--- src/rtl/mmio_responder_if.sv ---
// Data-port bus shared with the data memory: address, write data/strobes in,
// registered read data and window-hit flag out.
interface mmio_responder_if;
    logic [7:0]  access_address;
    logic [31:0] data_write;
    logic [3:0]  byte_enable;
    logic        write_enable;
    logic [31:0] data_read;
    logic        read_hit;

    modport master (
        output access_address, data_write, byte_enable, write_enable,
        input  data_read, read_hit
    );

    modport slave (
        input  access_address, data_write, byte_enable, write_enable,
        output data_read, read_hit
    );
endinterface

--- src/rtl/mmio_responder.sv ---
// Memory-mapped responder: scratch registers, LED register, prescaled down-counting
// timer with interrupt flag and a read-only ID word in a 32-byte window.
module mmio_responder #(
    parameter logic [7:0]  BASE     = 8'hE0,
    parameter int unsigned PRESCALE = 1000,
    parameter logic [31:0] ID_VALUE = 32'h0B17_0001
) (
    input  logic                clk,
    input  logic                reset,
    mmio_responder_if.slave     bus,
    output logic [13:0]         led_out,
    output logic                irq
);

    localparam logic [15:0] PS_LAST = 16'(PRESCALE - 1);

    typedef enum logic {
        IDLE,
        RUN
    } state_t;

    state_t      state_q, state_d;
    logic [31:0] scratch0_q, scratch0_d;
    logic [31:0] scratch1_q, scratch1_d;
    logic [13:0] led_q, led_d;
    logic        reload_q, reload_d;
    logic        ie_q, ie_d;
    logic        flag_q, flag_d;
    logic [15:0] load_q, load_d;
    logic [15:0] count_q, count_d;
    logic [15:0] ps_q, ps_d;

    logic        hit;
    logic [2:0]  off;
    logic        wr;
    logic        ctrl_wr;
    logic        tick;
    logic [31:0] rd_val;
    logic [31:0] wd;
    logic [3:0]  be;
    logic        unused_addr_lsb;

    assign wd      = bus.data_write;
    assign be      = bus.byte_enable;
    assign hit     = (bus.access_address[7:5] == BASE[7:5]);
    assign off     = bus.access_address[4:2];
    assign wr      = hit & bus.write_enable;
    assign ctrl_wr = wr && (off == 3'd3) && be[0];
    assign tick    = (state_q == RUN) && (ps_q == PS_LAST);
    assign unused_addr_lsb = ^bus.access_address[1:0];

    function automatic logic [31:0] merge(input logic [31:0] old, input logic [31:0] d,
                                          input logic [3:0] m);
        logic [31:0] r;
        r = old;
        for (int unsigned i = 0; i < 4; i++) begin
            if (m[i]) r[8*i +: 8] = d[8*i +: 8];
        end
        return r;
    endfunction

    // Read mux sees pre-write register values, giving read-before-write.
    always_comb begin
        rd_val = '0;
        case (off)
            3'd0: rd_val = scratch0_q;
            3'd1: rd_val = scratch1_q;
            3'd2: rd_val = {18'd0, led_q};
            3'd3: rd_val = {28'd0, flag_q, ie_q, reload_q, state_q == RUN};
            3'd4: rd_val = {16'd0, load_q};
            3'd5: rd_val = {16'd0, count_q};
            3'd6: rd_val = ID_VALUE;
            default: rd_val = '0;
        endcase
    end

    always_comb begin
        state_d    = state_q;
        scratch0_d = scratch0_q;
        scratch1_d = scratch1_q;
        led_d      = led_q;
        reload_d   = reload_q;
        ie_d       = ie_q;
        flag_d     = flag_q;
        load_d     = load_q;
        count_d    = count_q;
        ps_d       = ps_q;

        if (wr) begin
            case (off)
                3'd0: scratch0_d = merge(scratch0_q, wd, be);
                3'd1: scratch1_d = merge(scratch1_q, wd, be);
                3'd2: begin
                    if (be[0]) led_d[7:0]  = wd[7:0];
                    if (be[1]) led_d[13:8] = wd[13:8];
                end
                3'd3: begin
                    if (be[0]) begin
                        reload_d = wd[1];
                        ie_d     = wd[2];
                        if (wd[3]) flag_d = 1'b0;
                    end
                end
                3'd4: begin
                    if (be[0]) load_d[7:0]  = wd[7:0];
                    if (be[1]) load_d[15:8] = wd[15:8];
                end
                default: ;
            endcase
        end

        // The en bit is the FSM state; a clearing write pre-empts a same-cycle tick,
        // and an en=1 write on expiry keeps the timer running with a fresh load.
        case (state_q)
            IDLE: begin
                if (ctrl_wr && wd[0]) begin
                    state_d = RUN;
                    count_d = load_q;
                    ps_d    = '0;
                end
            end
            RUN: begin
                if (ctrl_wr && !wd[0]) begin
                    state_d = IDLE;
                end else begin
                    ps_d = tick ? '0 : ps_q + 16'd1;
                    if (tick) begin
                        if (count_q != '0) begin
                            count_d = count_q - 16'd1;
                        end else begin
                            flag_d = 1'b1;
                            if (reload_q || (ctrl_wr && wd[0])) count_d = load_q;
                            else state_d = IDLE;
                        end
                    end
                end
            end
            default: state_d = IDLE;
        endcase
    end

    always_ff @(posedge clk or negedge reset) begin
        if (!reset) begin
            state_q       <= IDLE;
            scratch0_q    <= '0;
            scratch1_q    <= '0;
            led_q         <= '0;
            reload_q      <= 1'b0;
            ie_q          <= 1'b0;
            flag_q        <= 1'b0;
            load_q        <= '0;
            count_q       <= '0;
            ps_q          <= '0;
            bus.data_read <= '0;
            bus.read_hit  <= 1'b0;
            irq           <= 1'b0;
        end else begin
            state_q       <= state_d;
            scratch0_q    <= scratch0_d;
            scratch1_q    <= scratch1_d;
            led_q         <= led_d;
            reload_q      <= reload_d;
            ie_q          <= ie_d;
            flag_q        <= flag_d;
            load_q        <= load_d;
            count_q       <= count_d;
            ps_q          <= ps_d;
            bus.data_read <= hit ? rd_val : '0;
            bus.read_hit  <= hit;
            irq           <= flag_q & ie_q;
        end
    end

    assign led_out = led_q;

endmodule

--- src/flat_wrapper.sv ---
// flat-port wrapper written by rule: the top's interface ports become plain ports
module mmio_responder_flat 
#(
    parameter logic [7:0]  BASE     = 8'hE0,
    parameter int unsigned PRESCALE = 1000,
    parameter logic [31:0] ID_VALUE = 32'h0B17_0001
)
  (clk, reset, led_out, irq, bus_access_address, bus_data_write, bus_byte_enable, bus_write_enable, bus_data_read, bus_read_hit);
  mmio_responder_if bus_i ();
  input  logic clk;
  input  logic reset;
  output logic [13:0] led_out;
  output logic irq;
  input wire logic [$bits(bus_i.access_address)-1:0] bus_access_address;
  input wire logic [$bits(bus_i.data_write)-1:0] bus_data_write;
  input wire logic [$bits(bus_i.byte_enable)-1:0] bus_byte_enable;
  input wire logic [$bits(bus_i.write_enable)-1:0] bus_write_enable;
  output wire logic [$bits(bus_i.data_read)-1:0] bus_data_read;
  output wire logic [$bits(bus_i.read_hit)-1:0] bus_read_hit;
  assign bus_i.access_address = bus_access_address;
  assign bus_i.data_write = bus_data_write;
  assign bus_i.byte_enable = bus_byte_enable;
  assign bus_i.write_enable = bus_write_enable;
  assign bus_data_read = bus_i.data_read;
  assign bus_read_hit = bus_i.read_hit;
  mmio_responder #(.BASE(BASE), .PRESCALE(PRESCALE), .ID_VALUE(ID_VALUE)) u_core (.clk(clk), .reset(reset), .bus(bus_i), .led_out(led_out), .irq(irq));
endmodule
--- config.mk ---
export PLATFORM = sky130hd
export DESIGN_NAME = mmio_responder_flat
export DESIGN_NICKNAME = d
export VERILOG_FILES = /design/src/rtl/mmio_responder_if.sv /design/src/rtl/mmio_responder.sv /design/src/flat_wrapper.sv
export SDC_FILE = /design/constraint.sdc
export NUM_CORES = 1
export LEC_CHECK = 0
export ABC_AREA = 1
export BUFFER_PORTS_ARGS = -buffer_cell sky130_fd_sc_hd__buf_2
export CAP_MARGIN = 25
export CELL_PAD_IN_SITES_DETAIL_PLACEMENT = 0
export CELL_PAD_IN_SITES_GLOBAL_PLACEMENT = 1
export CORE_UTILIZATION = 30
export CTS_CLUSTER_SIZE = 20
export DETAILED_ROUTE_END_ITERATION = 7
export GPL_TIMING_DRIVEN = 0
export MAX_ROUTING_LAYER = met4
export PLACE_DENSITY = 0.6
export RECOVER_POWER = 25
export SLEW_MARGIN = 40
export SYNTH_ARGS = -nofsm -noshare
export SYNTH_HDL_FRONTEND = slang
export SYNTH_SLANG_ARGS = --single-unit
--- constraint.sdc ---
create_clock -name clk -period 1.5 [get_ports clk]
set_input_delay 0.3 -clock clk [delete_from_list [all_inputs] [get_ports clk]]
set_output_delay 0.3 -clock clk [all_outputs]
set_load 0.03 [all_outputs]
==> flow_summary.json, run 1 <==
{
  "grt_overflow_total": 0,
  "yosysWarnings": 0,
  "die_w_um": 162,
  "r2r_end": "u_core.count_q[11]",
  "io_buffers": 91,
  "crit_fanout": 5,
  "rsz0062_at_grt": "yes",
  "peakVddDrop_uv": 658,
  "diodes": 0,
  "die_y_um": 162,
  "skew_ns": 0.0184,
  "synth-seq-cells": 164,
  "root_buffer": "clkbuf_16",
  "grt_use_met2": 0.337,
  "ys_seq_area_frac": 0.537,
  "grt_pass1_wl_um": 39500,
  "worstSetupPathType": "reg -> reg",
  "power_density_nw_per_um2": 1100,
  "cts_buffers": 17,
  "grt_max_degree": 65,
  "syn_inst": 955,
  "grt_pass1_vias": 6906,
  "hold_path_class": "in -> reg",
  "min_path_cells": 3,
  "dp_cells": 1379,
  "synthDistinctLibCells": 30,
  "maxCapViolCount": 0,
  "drc": 0,
  "stdcell_count": 1467,
  "ctsLongestPathBuffers": 2,
  "hold_viol": 0,
  "synth_edf_count": 0,
  "wirelength_um": 24900,
  "nFillCells": 2664,
  "hpwl_um": 17200,
  "io_pins": 95,
  "fmax_mhz": 608,
  "cp.required_ns": 1.87,
  "hold_end": "u_core.scratch0_q[29]",
  "status": "finished with violations",
  "setup_viol": 21,
  "slew_violations": 0,
  "drt_pass1_iterations": 5,
  "core_sq_um": 25100,
  "yosysMostFrequentCell": "nand2_1",
  "wl_per_cell_um": 17.0,
  "clk_pin_slew_worst_paths_ns": 0.09,
  "cts_tree": "done",
  "cp-end-kind": "register",
  "fp-row-count": 58,
  "leakage_nw": 4.93,
  "fin_crit_ns": 1.65,
  "syn-cell-area_sq_um": 7650,
  "r2r-start": "u_core.count_q[0]",
  "grt_util_met1": 0.263,
  "period_share": 1.10,
  "startpoint_type": "register",
  "maxSlewHeadroom": 0.474,
  "failed_checks": "negative setup slack",
  "synthTopCellsByArea": "dfrtp_1 54%, nand2_1 15%, o21ai_0 8.0%",
  "r2r_cells": 12,
  "cts_htree_levels": 4,
  "async_flop_share": 1.00,
  "top_usage_layer": "met2",
  "tightest_slew_ns": 0.788,
  "dr_total_vias": 6921,
  "grt_use_total": 0.204,
  "syn_nets": 1005,
  "yosys.area.top_type": "dfrtp_1",
  "fp.dieArea_sq_um": 26100,
  "viasPerCell": 4.72,
  "initial_core_util": 0.305,
  "drtIter0Drc": 408,
  "clock-sinks": 164,
  "syn_area_per_cell_sq_um": 8.01,
  "min-delay-start": "bus_data_write[29]",
  "clk_latency_ns": 0.44,
  "synth-main-ff-cell": "dfrtp_1",
  "reg2reg_slack_ns": -0.15,
  "antenna_found_initial": 0,
  "synth_top_cell_area_share": 0.537,
  "grtUsageMet3": 0.0304,
  "place.gp.congestion": 0.807,
  "hold_slack_ns": 0.116,
  "area_growth_pct": 35.6,
  "synth_common_cells": "308 x nand2_1, 164 x dfrtp_1, 123 x o21ai_0, 102 x inv_1, 71 x nor2_1",
  "worstPathArrival_ns": 2.01,
  "postRouteAntennaNets": 0,
  "total_power_mw": 11.4,
  "post_route_cells_drive_above_1_share": 0.303,
  "setup_slack_ns": -0.145,
  "layout.nets": 1174
}
-- flip-flops by register name (all words and copies together), names as in the netlist --
name,flops
u_core.bus.data_read,32
u_core.scratch0_q,32
u_core.scratch1_q,32
u_core.count_q,16
u_core.load_q,16
u_core.ps_q,16
u_core.led_out,14
u_core.bus.read_hit,1
u_core.flag_q,1
u_core.ie_q,1
u_core.irq,1
u_core.reload_q,1
u_core.state_q,1
-- worst max-delay path by stage --
stage	slack [ns]	endpoint	startpoint	cells past startpoint
global route	-0.28	u_core.count_q[0]	u_core.count_q[0]	14
detailed placement	-1.05	u_core.scratch1_q[10]	bus_access_address[7]	6
global placement	-2.72	u_core.bus.data_read[30]	reset	1
floorplan	-0.06	u_core.count_q[4]	u_core.ps_q[0]	13
CTS	-0.18	u_core.count_q[0]	u_core.ps_q[0]	13
finish	-0.15	u_core.count_q[11]	u_core.count_q[0]	12
-- layout by cell type, fill, tap and decap left out, drive strengths merged --
cell type and count:
buf 163, inv 109, a21oi 15, nor3 10
nand2 310, o21ai 124, a211oi 2, a31oi 5
clkbuf 36, nand3 54, nor3b 1, dlygate4sd3 1
o211a 5, dfrtp 164, clkinv 7, ha 3
clkinvlp 1, a221oi 9, o21a 1, xor2 6
nor2 72, a41oi 2, o31ai 2, o22ai 9
o21bai 2, and2 1, nand4 23
-- area by class of cell --
| cell class | count | area [sq um] | share of cell area |
|---|---|---|---|
| sequential | 164 | 4110 | 0.396 |
| clock buffer | 17 | 425 | 0.0410 |
| multi-input combinational | 656 | 3610 | 0.348 |
| clock inverter | 15 | 195 | 0.0188 |
| inverter | 102 | 388 | 0.0374 |
| buffer | 31 | 195 | 0.0188 |
| timing repair buffer | 152 | 1030 | 0.0998 |
| tap | 330 | 413 | 0.0398 |
-- metal layers --
layer / vias to the layer above / wire length (um)
li1: 3457 / -
met1: 3319 / 11500
met5: - / 0
met4: 0 / 231
met2: 129 / 12300
met3: 16 / 866
-- timing repair --
| item | in CTS | in global routing |
|---|---|---|
| pin swaps | 38 | 41 |
| hold buffers | 1 | 0 |
| endpoints found under the setup margin | 156 | 98 |
| setup buffers | 40 | 16 |
| gates resized for setup | 85 | 135 |
| hold endpoints to repair | 46 | 0 |
| cloned | 4 | 0 |
-- power by group --
group / switching [mW] / internal (mW) / leakage, nW / total [mW]
registers: 0.322 / 4.77 / 2.22 / 5.10
clock network: 2.35 / 2.29 / 0.297 / 4.65
logic: 1.02 / 0.678 / 2.41 / 1.70
-- critical path, stage by stage, from the launching register on --
cell	delay (ns)
dfrtp_1	0.42
inv_4	0.10
ha_4	0.13
nand2_2	0.05
nor2_2	0.11
nand2_2	0.09
nand2_2	0.09
buf_6	0.15
buf_8	0.15
nand2_4	0.05
nand2_2	0.06
nand4_1	0.09
nand2_1	0.07
-- metrics by stage --
stage          setup slack, ns  area [sq um]  setup TNS, ns  utilization
6_report                -0.145         10400          -2.13        0.413
5_1_grt                 -0.282         10400          -5.53        0.413
3_3_place_gp             -2.72          8580        -553.02        0.342
3_5_place_dp             -1.05          8660        -108.70        0.345
4_1_cts                 -0.177          9920          -2.59        0.395
2_1_floorplan          -0.0598          7710         -0.588            -
-- cells by family (layout without fill, tap and decap cells) --
group	Yosys count	count (layout)	share of synthesized area
AND/OR/NAND/NOR	470	471	0.254
AO/OA/AOI/OAI	176	176	0.128
flip-flops	164	164	0.537
buffers and inverters	136	317	0.0695
XOR/XNOR	6	6	0.00687
adder cells (fa/ha/maj)	3	3	0.00491
No activity file was read; power rests on OpenSTA's default activity.
==> inputs of run 2 (changes only) <==
--- a/config.mk
+++ b/config.mk
@@ -6,16 +6,16 @@
 export NUM_CORES = 1
 export LEC_CHECK = 0
 export ABC_AREA = 1
-export BUFFER_PORTS_ARGS = -buffer_cell sky130_fd_sc_hd__buf_2
 export CAP_MARGIN = 25
 export CELL_PAD_IN_SITES_DETAIL_PLACEMENT = 0
 export CELL_PAD_IN_SITES_GLOBAL_PLACEMENT = 1
 export CORE_UTILIZATION = 30
 export CTS_CLUSTER_SIZE = 20
 export DETAILED_ROUTE_END_ITERATION = 7
+export DONT_BUFFER_PORTS = 1
 export GPL_TIMING_DRIVEN = 0
 export MAX_ROUTING_LAYER = met4
-export PLACE_DENSITY = 0.6
+export PLACE_DENSITY = 0.56
 export RECOVER_POWER = 25
 export SLEW_MARGIN = 40
 export SYNTH_ARGS = -nofsm -noshare
==> run 2 against run 1 <==
Fmax is essentially flat. Highest routed layer unchanged. Via count shrank 4.4%. Flip-flop and latch count did not move. Core utilization decreased by 2.7 points. Sequential power increased by 1%. Largest power group unchanged. Non-clock buffer count is 94 lower. Register-to-register slack hardly changed. First-iteration DRC count fell by 5.4%. Die area stayed put. Total power fell by 4.4%. The run ends with negative hold slack, negative setup slack left. Combinational power shrank 21%. Setup slack better by 0.0011 ns.
==> flow_summary.json, run 2 (synthesis results as in run 1) <==
{
  "cts_htree_levels": 4,
  "viasPerCell": 4.82,
  "area_growth_pct": 26.8,
  "drt_pass1_iterations": 5,
  "cts_tree": "done",
  "fmax_mhz": 608,
  "wirelength_um": 24500,
  "reg_top3": "u_core.bus.data_read x32, u_core.scratch0_q x32, u_core.scratch1_q x32",
  "cp_cell_sequence": "ha_4 -> nand2_4 -> nor2_4 -> nand2_2 -> nor2_4 -> nand2_2 -> inv_2 -> nand2_4 -> nand2_4 -> buf_6 -> nand2_2 -> nand2_2 -> inv_1",
  "hold_path_class": "in -> async",
  "period_share": 1.10,
  "cp.depth": 13,
  "fp-row-count": 58,
  "maxSlewHeadroom": 0.428,
  "initial_core_util": 0.305,
  "layout_common_cells": "268 x nand2_1, 159 x dfrtp_1, 111 x o21ai_0",
  "slowest_delay_ns": 0.42,
  "skew_ns": 0.0162,
  "wl_per_cell_um": 17.8,
  "core_sq_um": 25100,
  "crit_fanout": 5,
  "r2r-start": "u_core.ps_q[0]",
  "status": "finished with violations",
  "setup_slack_ns": -0.144,
  "grt_use_total": 0.200,
  "post_route_cells_drive_above_1_share": 0.229,
  "crit_start": "u_core.ps_q[0]",
  "maxCapViolCount": 0,
  "die_y_um": 162,
  "root_buffer": "clkbuf_16",
  "cts_buffers": 17,
  "startpoint_type": "register",
  "grt_pass1_wl_um": 38600,
  "failed_checks": "negative hold slack, negative setup slack",
  "cp-end-kind": "register",
  "r2r_end": "u_core.count_q[0]",
  "worstSetupEndpoint": "u_core.count_q[0]",
  "dpl_worst_slack_ns": -0.750,
  "clock-sinks": 164,
  "die_w_um": 162,
  "fin_crit_ns": 1.64,
  "tightest_slew_ns": 0.853,
  "peakVddDrop_uv": 726,
  "worstPathArrival_ns": 1.97,
  "clk_latency_ns": 0.44,
  "crit_top_cell": "nand2_2",
  "diodes": 0,
  "worstSetupPathType": "reg -> reg",
  "layout_commonest_cell": "nand2_1",
  "power_density_nw_per_um2": 1130,
  "postRouteAntennaNets": 0,
  "grt_pass1_vias": 6684,
  "r2r_cells": 13,
  "reg2reg_slack_ns": -0.14,
  "antenna_found_initial": 0,
  "hold_viol": 164,
  "cp_top_family": "simple AND/OR/NAND/NOR gates",
  "final_design_area_no_fill_sq_um": 9700,
  "io_buffers": 0,
  "rsz0062_at_grt": "yes",
  "setup_viol": 26,
  "dr_total_vias": 6617,
  "fp.dieArea_sq_um": 26100,
  "place_area_sq_um": 8140,
  "leakage_nw": 4.45,
  "slew_violations": 0,
  "grt_max_degree": 165,
  "drc": 0,
  "io_pins": 95,
  "clk_pin_slew_worst_paths_ns": 0.08,
  "ctsLongestPathBuffers": 2,
  "layout.nets": 1080,
  "cp.required_ns": 1.82,
  "grt_overflow_total": 0,
  "place.gp.congestion": 0.815,
  "drtIter0Drc": 386,
  "hold_slack_ns": -0.451,
  "finalCoreUtilization": 0.386,
  "critPathSlowestCell": "dfrtp_1",
  "cp_num_buf_inv": 3,
  "hpwl_um": 16900,
  "total_power_mw": 10.9
}
-- run 2: metrics by stage --
| stage | setup TNS, ns | instances |
|---|---|---|
| 2_1_floorplan | -0.588 | 955 |
| 3_3_place_gp | -94.48 | 1285 |
| 3_5_place_dp | -85.07 | 1285 |
| 4_1_cts | -2.75 | 1346 |
| 5_1_grt | -4.73 | 1373 |
| 6_report | -2.01 | 1373 |
-- run 2: layer usage --
layer | wire length [um] | GRT usage | share of wire
met1 | 11200 | 0.261 | 0.46
met2 | 12200 | 0.319 | 0.50
met3 | 876 | 0.0378 | 0.036
met4 | 274 | 0.0480 | 0.011
met5 | 0 | - | 0
-- run 2: cell type report --
cell class                 count  area [sq um]
timing repair buffer          56           485
tap                          330           413
buffer                        33           199
inverter                     102           390
clock buffer                  17           425
multi-input combinational    656          3490
clock inverter                15           183
sequential                   164          4110
fill                        2683         15400
-- run 2: repair_timing --
action,CTS,global route
gates cloned,1,2
pin swaps,15,44
setup buffers,29,25
resized for setup,55,127
setup endpoints to repair,139,100
hold endpoints to repair,164,164
-- run 2: worst min-delay path by stage --
stage	startpoint	to	slack, ns	cells after the start
CTS	reset	u_core.ps_q[7]	-0.47	0
global route	reset	u_core.scratch1_q[23]	-0.48	0
detailed placement	reset	u_core.ps_q[7]	0.009	0
floorplan	reset	u_core.bus.data_read[0]	0.004	0
global placement	reset	u_core.ps_q[8]	0.009	0
finish	reset	u_core.ps_q[6]	-0.45	0
-- run 2: power breakdown --
part / switching (mW) / leakage (nW) / internal, mW / total [mW]
clock: 2.19 / 0.294 / 2.26 / 4.44
sequential: 0.378 / 2.22 / 4.77 / 5.15
combinational: 0.784 / 1.93 / 0.567 / 1.35
